`config.mk`:
```
export PLATFORM = sky130hd
export DESIGN_NAME = spram_arbiter
export DESIGN_NICKNAME = d
export VERILOG_FILES = /design/src/rtl/spram_arb_pkg.sv /design/src/rtl/spram_rr_arb.sv /design/src/rtl/spram_arbiter.sv
export SDC_FILE = /design/constraint.sdc
export NUM_CORES = 1
export LEC_CHECK = 0
export ABC_AREA = 1
export CAP_MARGIN = 20
export CORE_MARGIN = 2
export CORE_UTILIZATION = 30
export DETAILED_ROUTE_END_ITERATION = 10
export PLACE_DENSITY_LB_ADDON = 0.25
export SLEW_MARGIN = 20
export SYNTH_ARGS = -nofsm -noshare
export SYNTH_HDL_FRONTEND = slang
export SYNTH_HIERARCHICAL = 1
export SYNTH_SLANG_ARGS = --single-unit
```
`constraint.sdc`:
```
create_clock -name clk -period 1.35 [get_ports clk]
set_clock_uncertainty 0.2 [all_clocks]
set_input_delay 0.2025 -clock clk [delete_from_list [all_inputs] [get_ports clk]]
set_output_delay 0.2025 -clock clk [all_outputs]
set_load 0.01 [all_outputs]
```
`src/rtl/spram_arb_pkg.sv`:
```
// spram_arb_pkg: shared types and constants for the single-port RAM arbiter.
//   arb_state_t  - sequencer states (IDLE, ACCESS, RESP)
//   NUM_REQ      - number of clients
//   spram_req_t  - one latched client request (we, addr, wdata). The fields
//                  are sized for the widest supported configuration and
//                  users take the low ADDR_WIDTH / DATA_WIDTH bits.
package spram_arb_pkg;

    localparam int NUM_REQ        = 2;
    localparam int MAX_ADDR_WIDTH = 16;
    localparam int MAX_DATA_WIDTH = 64;

    typedef enum logic [1:0] {
        IDLE,
        ACCESS,
        RESP
    } arb_state_t;

    typedef struct packed {
        logic                      we;
        logic [MAX_ADDR_WIDTH-1:0] addr;
        logic [MAX_DATA_WIDTH-1:0] wdata;
    } spram_req_t;

endpackage

```
`src/rtl/spram_rr_arb.sv`:
```
// spram_rr_arb: 2-way round-robin picker, purely combinational.
//   req[1:0] in  - pending request per client
//   ptr      in  - client preferred when both request
//   gnt[1:0] out - one-hot grant (all zero when no request)
// The pointer register lives in the parent so it only moves on real grants.
module spram_rr_arb
    import spram_arb_pkg::*;
(
    input  logic [NUM_REQ-1:0] req,
    input  logic               ptr,
    output logic [NUM_REQ-1:0] gnt
);

    always_comb begin
        // NOTE: every output of an always_comb gets a default first, so no
        // path leaves it unassigned and no latch is inferred.
        gnt = req;
        if (&req) begin
            gnt = ptr ? 2'b10 : 2'b01;
        end
    end

endmodule

```
`src/rtl/spram_arbiter.sv`:
```
// spram_arbiter: two-client round-robin arbiter and sequencer for a
// single-port RAM with a registered read output.
//   clk, rst_n          - clock (rising edge), asynchronous active-low reset
//   req, we             - per-client request and write(1)/read(0) select
//   addr0/1, wdata0/1   - per-client address and write data
//   done                - one-cycle completion pulse to the served client
//   err                 - qualifies done: address >= DEPTH, RAM not accessed
//   rdata               - read data, valid with done on a read, else 0
//   ram_en, ram_addr,
//   ram_wdata, ram_rdata - RAM port (ram_en = 1 writes)
// Write completes one cycle after the granting edge, read two cycles.
// The RAM contents are not reset by this block.
// Optional: define SPRAM_ARB_STATS_EN to add gnt_cnt0/gnt_cnt1, saturating
// 16-bit counts of completed transactions per client.
module spram_arbiter
    import spram_arb_pkg::*;
#(
    parameter  int DATA_WIDTH = 8,
    parameter  int DEPTH      = 16,
    localparam int ADDR_WIDTH = (DEPTH > 1) ? $clog2(DEPTH) : 1
) (
    input  logic                  clk,
    input  logic                  rst_n,
    input  logic [NUM_REQ-1:0]    req,
    input  logic [NUM_REQ-1:0]    we,
    input  logic [ADDR_WIDTH-1:0] addr0,
    input  logic [ADDR_WIDTH-1:0] addr1,
    input  logic [DATA_WIDTH-1:0] wdata0,
    input  logic [DATA_WIDTH-1:0] wdata1,
    output logic [NUM_REQ-1:0]    done,
    output logic                  err,
    output logic [DATA_WIDTH-1:0] rdata,
    output logic                  ram_en,
    output logic [ADDR_WIDTH-1:0] ram_addr,
    output logic [DATA_WIDTH-1:0] ram_wdata,
    input  logic [DATA_WIDTH-1:0] ram_rdata
`ifdef SPRAM_ARB_STATS_EN
    ,
    output logic [15:0]           gnt_cnt0,
    output logic [15:0]           gnt_cnt1
`endif
);

    // DEPTH at the struct's address width plus one, so the range compare is
    // a plain unsigned compare with no truncation.
    localparam logic [MAX_ADDR_WIDTH:0] DEPTH_EXT = (MAX_ADDR_WIDTH + 1)'(DEPTH);

    arb_state_t          state_q, state_d;
    logic                owner_q, owner_d;  // client being served
    logic                ptr_q, ptr_d;      // client preferred on a tie
    spram_req_t          req_q, req_d;      // latched request of the owner
    logic                oor_q, oor_d;      // latched address was out of range
    spram_req_t          client_req [NUM_REQ];
    logic [NUM_REQ-1:0]  gnt;
    logic                win;
    logic                win_in_range;
    logic                owner_done;

    always_comb begin
        client_req[0]                        = '0;
        client_req[1]                        = '0;
        client_req[0].we                     = we[0];
        client_req[1].we                     = we[1];
        client_req[0].addr[ADDR_WIDTH-1:0]   = addr0;
        client_req[1].addr[ADDR_WIDTH-1:0]   = addr1;
        client_req[0].wdata[DATA_WIDTH-1:0]  = wdata0;
        client_req[1].wdata[DATA_WIDTH-1:0]  = wdata1;
    end

    spram_rr_arb u_rr_arb (
        .req (req),
        .ptr (ptr_q),
        .gnt (gnt)
    );

    assign win          = gnt[1];
    assign win_in_range = ({1'b0, client_req[win].addr} < DEPTH_EXT);

    always_comb begin
        state_d = state_q;
        owner_d = owner_q;
        ptr_d   = ptr_q;
        req_d   = req_q;
        oor_d   = oor_q;
        case (state_q)
            IDLE: begin
                if (|req) begin
                    owner_d = win;
                    ptr_d   = ~win;
                    req_d   = client_req[win];
                    oor_d   = !win_in_range;
                    state_d = ACCESS;
                end
            end
            // Writes and rejected accesses finish here; reads wait one more
            // cycle for the RAM's registered output.
            ACCESS:  state_d = (req_q.we || oor_q) ? IDLE : RESP;
            RESP:    state_d = IDLE;
            default: state_d = IDLE;
        endcase
    end

    always_ff @(posedge clk or negedge rst_n) begin
        if (!rst_n) begin
            // NOTE: the latched request is reset too, so ram_addr and
            // ram_wdata come out of reset at 0 rather than unknown.
            state_q <= IDLE;
            owner_q <= 1'b0;
            ptr_q   <= 1'b0;
            req_q   <= '0;
            oor_q   <= 1'b0;
        end else begin
            // NOTE: non-blocking assignments in clocked blocks, so every
            // flop samples the pre-edge value of the others.
            state_q <= state_d;
            owner_q <= owner_d;
            ptr_q   <= ptr_d;
            req_q   <= req_d;
            oor_q   <= oor_d;
        end
    end

    // Outputs decode straight from registered state; an asynchronous reset
    // therefore drops ram_en and done immediately, aborting a write.
    always_comb begin
        owner_done    = ((state_q == ACCESS) && (req_q.we || oor_q)) || (state_q == RESP);
        done          = '0;
        done[owner_q] = owner_done;
    end

    assign err       = (state_q == ACCESS) && oor_q;
    assign ram_en    = (state_q == ACCESS) && req_q.we && !oor_q;
    assign ram_addr  = req_q.addr[ADDR_WIDTH-1:0];
    assign ram_wdata = req_q.wdata[DATA_WIDTH-1:0];
    assign rdata     = (state_q == RESP) ? ram_rdata : '0;

    // Upper struct bits beyond this instance's widths are intentionally
    // dropped.
    logic unused_req_bits;
    assign unused_req_bits = ^{req_q.addr, req_q.wdata};

`ifdef SPRAM_ARB_STATS_EN
    logic [NUM_REQ-1:0][15:0] gnt_cnt_q, gnt_cnt_d;

    always_comb begin
        for (int i = 0; i < NUM_REQ; i++) begin
            gnt_cnt_d[i] = gnt_cnt_q[i];
            if (done[i] && (gnt_cnt_q[i] != 16'hFFFF)) begin
                gnt_cnt_d[i] = gnt_cnt_q[i] + 16'd1;
            end
        end
    end

    always_ff @(posedge clk or negedge rst_n) begin
        if (!rst_n) begin
            gnt_cnt_q <= '0;
        end else begin
            gnt_cnt_q <= gnt_cnt_d;
        end
    end

    assign gnt_cnt0 = gnt_cnt_q[0];
    assign gnt_cnt1 = gnt_cnt_q[1];
`endif

endmodule

```
---- Word-level counts from Yosys, hierarchy flattened ----
Cells that the tools add are included.
word-level totals
  flip-flop bits (word level) ............. 18
cells by class
  bitwise operators ....................... 3
  eq/ne operators ......................... 3
  muxes and demuxes ....................... 11
  $lt $le $gt $ge ......................... 4
  reductions and logical operators ........ 13
operators with widths
  operator             number
  $mux 81              3
  $lt 16x5->1 const B  1
  $mux 2               4
  $mux 8               1
  $logic_and 1x1->1    5
  $pmux 2 s2           1
  $reduce_and 2->1     2
  $and 2x2->2          1
  $eq 2x1->1 const B   1
  $eq 2x2->1 const B   1
  $ge 2x2->1 const B   1
  $logic_not 1->1      2
  $logic_not 2->1      1
  $logic_or 1x1->1     2
  $lt 1x2->1 const B   1
  $ne 2x2->1 const B   1
  $not 1->2            1
  $reduce_or 2->1      1
  $demux 1 s1          1
  $ge 1x1->1 const B   1
  $mux 1               1
  $not 1->1            1

---- Depth between registers and ports, before layout ----
  depth in word-level cells ............... 8
  gate-level depth with buffers ........... 9
  gate-level depth less buffers ........... 8

---- Hierarchy ----
Netlist, hierarchy kept.
by module, submodules not included
  module         area an instance (um^2)  cells each  instances  seq. area each (um^2)
  spram_arbiter  1,096.1                  152         1          425.4
  spram_rr_arb   21.3                     5           1          0.0

---- Worst setup path after synthesis ----
No wires, ideal clock.
  kind .................................... register to output
  from .................................... register state_q[0]
  to ...................................... output port done[1]
  cell stages (with the launch flop) ...... 4
  arrival time ............................ 0.893 ns
  slack ................................... 0.055 ns
  buffers on the path ..................... 0
  cell sequence ........................... dfrtp_1 -> inv_2 -> nand2_2 -> a21boi_0
on the way
  longest elaborated chain between the ends .. 4
  elaborated cells between the ends (all ways) .. 5
  classes of those cells .................. 2 x eq/ne; 1 x bitwise; 2 x reduce/logical
RTL lines
  element                         RTL line              text
  from (decl)                     spram_arbiter.sv:48   arb_state_t state_q, state_d;
  from (signal assigned)          spram_arbiter.sv:115  state_q <= state_d;
  $eq 2x1->1                      spram_arbiter.sv:126  owner_done = ((state_q == ACCESS) && (req_q.we || oor_q)) || (state_q == RESP);
  $logic_and 1x1->1               spram_arbiter.sv:126
  $logic_or 1x1->1 *              spram_arbiter.sv:126
  $and 2x2->2 (no source line) *  --
  to (decl)                       spram_arbiter.sv:30   output logic [NUM_REQ-1:0] done,
Every way passes the cells marked *; elsewhere a longest branch is shown, timed or not.

---- Final worst setup path ----
  from .................................... register state_q[1]
  to ...................................... output port done[1]
Same word-level chain as after synthesis.

==> impl_metrics.env <==
export IMPL_outcome="finished, violations left"
export IMPL_violations_in_the_final_reports="negative setup slack"
export IMPL_drv_cap=0
export IMPL_first_global_vias=926
export IMPL_die_w_um=64.89
export IMPL_post_cts_hold_buffer_count=0
export IMPL_hold_path_class="input port to async pin"
export IMPL_fp_dieArea_um2=4211
export IMPL_maximum_count_of_clock_buffers_along_a_single_path=2
export IMPL_clock_insertion_delay_worst_skew_ps=250
export IMPL_unrepaired_setup_endpoints_after_global_routing="yes"
export IMPL_placementRows=22
export IMPL_crit_path_max_fanout=4
export IMPL_route_detailed_wl_per_inst_um=10.64
export IMPL_place_congestion=0.7083
export IMPL_cts_htree_levels=1
export IMPL_placeableCoreArea_um2=3606
export IMPL_crit_reg2reg_launch="state_q[0]"
export IMPL_number_of_antenna_violations_at_the_first_check_in_global_routing=0
export IMPL_io_buffers=60
export IMPL_clock_power_share_pct=12.1
export IMPL_detail_route_iter0_violations=19
export IMPL_power_share_switching_pct=39.16
export IMPL_combinationalPowerShare_pct=59.4
export IMPL_cp_end_kind="primary output"
export IMPL_timing_critical_path_from="state_q[1]"
export IMPL_dp_worst_setup_slack_ps=-394.3
export IMPL_ioPinCount=62
export IMPL_finish_utilization_pct=51.56
export IMPL_routed_via_density=4.015
export IMPL_detailroute_via_count=1100
export IMPL_synth_nets=194
export IMPL_synth_cells=156
export IMPL_final_hold_viol_count=0
export IMPL_grt_max_degree=18
export IMPL_setup_viol=25
export IMPL_drt_drc_violations_left=0
export IMPL_nNetsFinal=265
export IMPL_power_frac_seq_pct=28.5
export IMPL_final_antenna_net_count=0
export IMPL_crit_path_required_time_ps=950
export IMPL_worstSetupPathType="register to primary output"
export IMPL_clock_root_buffer="sky130_fd_sc_hd__clkbuf_8"
export IMPL_leakagePower_uw=0.001016
export IMPL_cts_clk_slew_worst_paths_ps=70
export IMPL_switching_power_uw=1232
export IMPL_max_clock_freq_mhz=654.1
export IMPL_number_of_antenna_cells_inserted=0
export IMPL_clkSinkCount=17
export IMPL_irDropWorstVdd_uv=636.2
export IMPL_overflow=0
export IMPL_route_final_wire_length_um=2916
export IMPL_cp_arrival_ps=1130
export IMPL_p_per_area_nw_per_um2=1693
export IMPL_layout_drive_gt1_share_pct=30.97
export IMPL_post_synth_instance_area_um2=1112
export IMPL_drt_first_pass_iters=4
export IMPL_layout_worst_path_cycle_share_pct=113.3
export IMPL_initial_core_util_pct=30.85
export IMPL_yosysWarnings=6
export IMPL_clock_tree_from_tritoncts="built"
export IMPL_die_height_um=64.89
export IMPL_setup_worst_path_start_class="register"
export IMPL_grt_usage_pct=12.83
export IMPL_cts_made_buffers=3
export IMPL_final_setup_worst_slack_ps=-178.9
export IMPL_internal_power_uw=1915
export IMPL_post_route_min_period_ps=1529
export IMPL_dpl_cell_area_um2=1723
export IMPL_areaGrowthSynthToFinish_pct=67.15
export IMPL_hpwlAfterDp_um=2056
export IMPL_synth_area_per_cell_um2=7.130
export IMPL_final_hold_worst_slack_ps=74.87
export IMPL_finalSetupTns_ps=-2997
export IMPL_final_design_area_no_fill_um2=1859
export IMPL_grt_first_pass_wirelength_um=4202
export IMPL_slew_viol_final=0
-- power groups by stage --
stage	clock, uW	sequential (uW)	combinational [uW]
after global placement	0	902	1660
final	380	897	1870
after CTS	392	899	1600
after floorplan	0	872	1140
after global routing	420	927	2060
after detailed placement	0	904	1680
-- path summary, 6_finish.rpt --
path,endpoint,slack [ps],cells after the start
max in group asynchronous,state_q[1],670,2
setup reg to reg,ram_addr[3],-120,8
min in group clk,ram_wdata[1],290,2
hold reg to reg,ram_wdata[1],290,2
hold / removal,ram_addr[0],70,2
setup / recovery,done[1],-180,4
-- layout make-up --
cell class | count | area [um2]
Fill cell | 365 | 1747
Timing Repair Buffer | 81 | 735.7
Multi-Input combinational cell | 109 | 533.0
Sequential cell | 17 | 426.7
Tap cell | 48 | 60.06
Inverter | 15 | 58.81
Clock buffer | 4 | 45.04
-- registers in the layout, indices dropped and copies added, names as in the netlist --
name,flops
req_q,1
ptr_q,1
state_q,2
owner_q,1
ram_wdata,8
ram_addr,4
-- metal layers --
metal | track usage, % | vias to the layer above | part of all wire [%]
met2 | 22.68 | 36 | 52
met3 | 2.257 | 2 | 5.5
met5 | 0 | - | 0
met4 | 4.787 | 0 | 1.1
met1 | 15.43 | 475 | 41
li1 | - | 587 | -
-- through the flow --
step,total power (uW),instances
after CTS,2886,265
after global routing,3403,274
after global placement,2560,260
after detailed placement,2580,260
after floorplan,2012,156
final,3147,274
-- worst max-delay path, stage by stage, from the launching register on --
cell	delay, ps
sky130_fd_sc_hd__dfrtp_2	430
sky130_fd_sc_hd__inv_2	70
sky130_fd_sc_hd__nand3_2	100
sky130_fd_sc_hd__a21boi_2	140
sky130_fd_sc_hd__buf_2	130
-- cells in the final DEF (no fill, tap or decap), types with 4 or more instances in the layout --
cell and count:
sky130_fd_sc_hd__nand2_1 64, sky130_fd_sc_hd__clkdlybuf4s50_1 36, sky130_fd_sc_hd__nand2_2 22, sky130_fd_sc_hd__dfrtp_1 16, sky130_fd_sc_hd__buf_4 16, sky130_fd_sc_hd__inv_1 12, sky130_fd_sc_hd__buf_2 11, sky130_fd_sc_hd__nor2_1 9
sky130_fd_sc_hd__dlygate4sd2_1 7, sky130_fd_sc_hd__clkdlybuf4s15_1 6, sky130_fd_sc_hd__nand2_4 4
-- timing repair --
item | in CTS | in global routing
gates cloned | 0 | 3
gates resized for setup | 65 | 13
setup endpoints to repair | 38 | 34
setup buffers | 1 | 6
pin swaps | 4 | 4
hold endpoints to repair | 0 | 0
No activity file was read; power rests on OpenSTA's default activity.
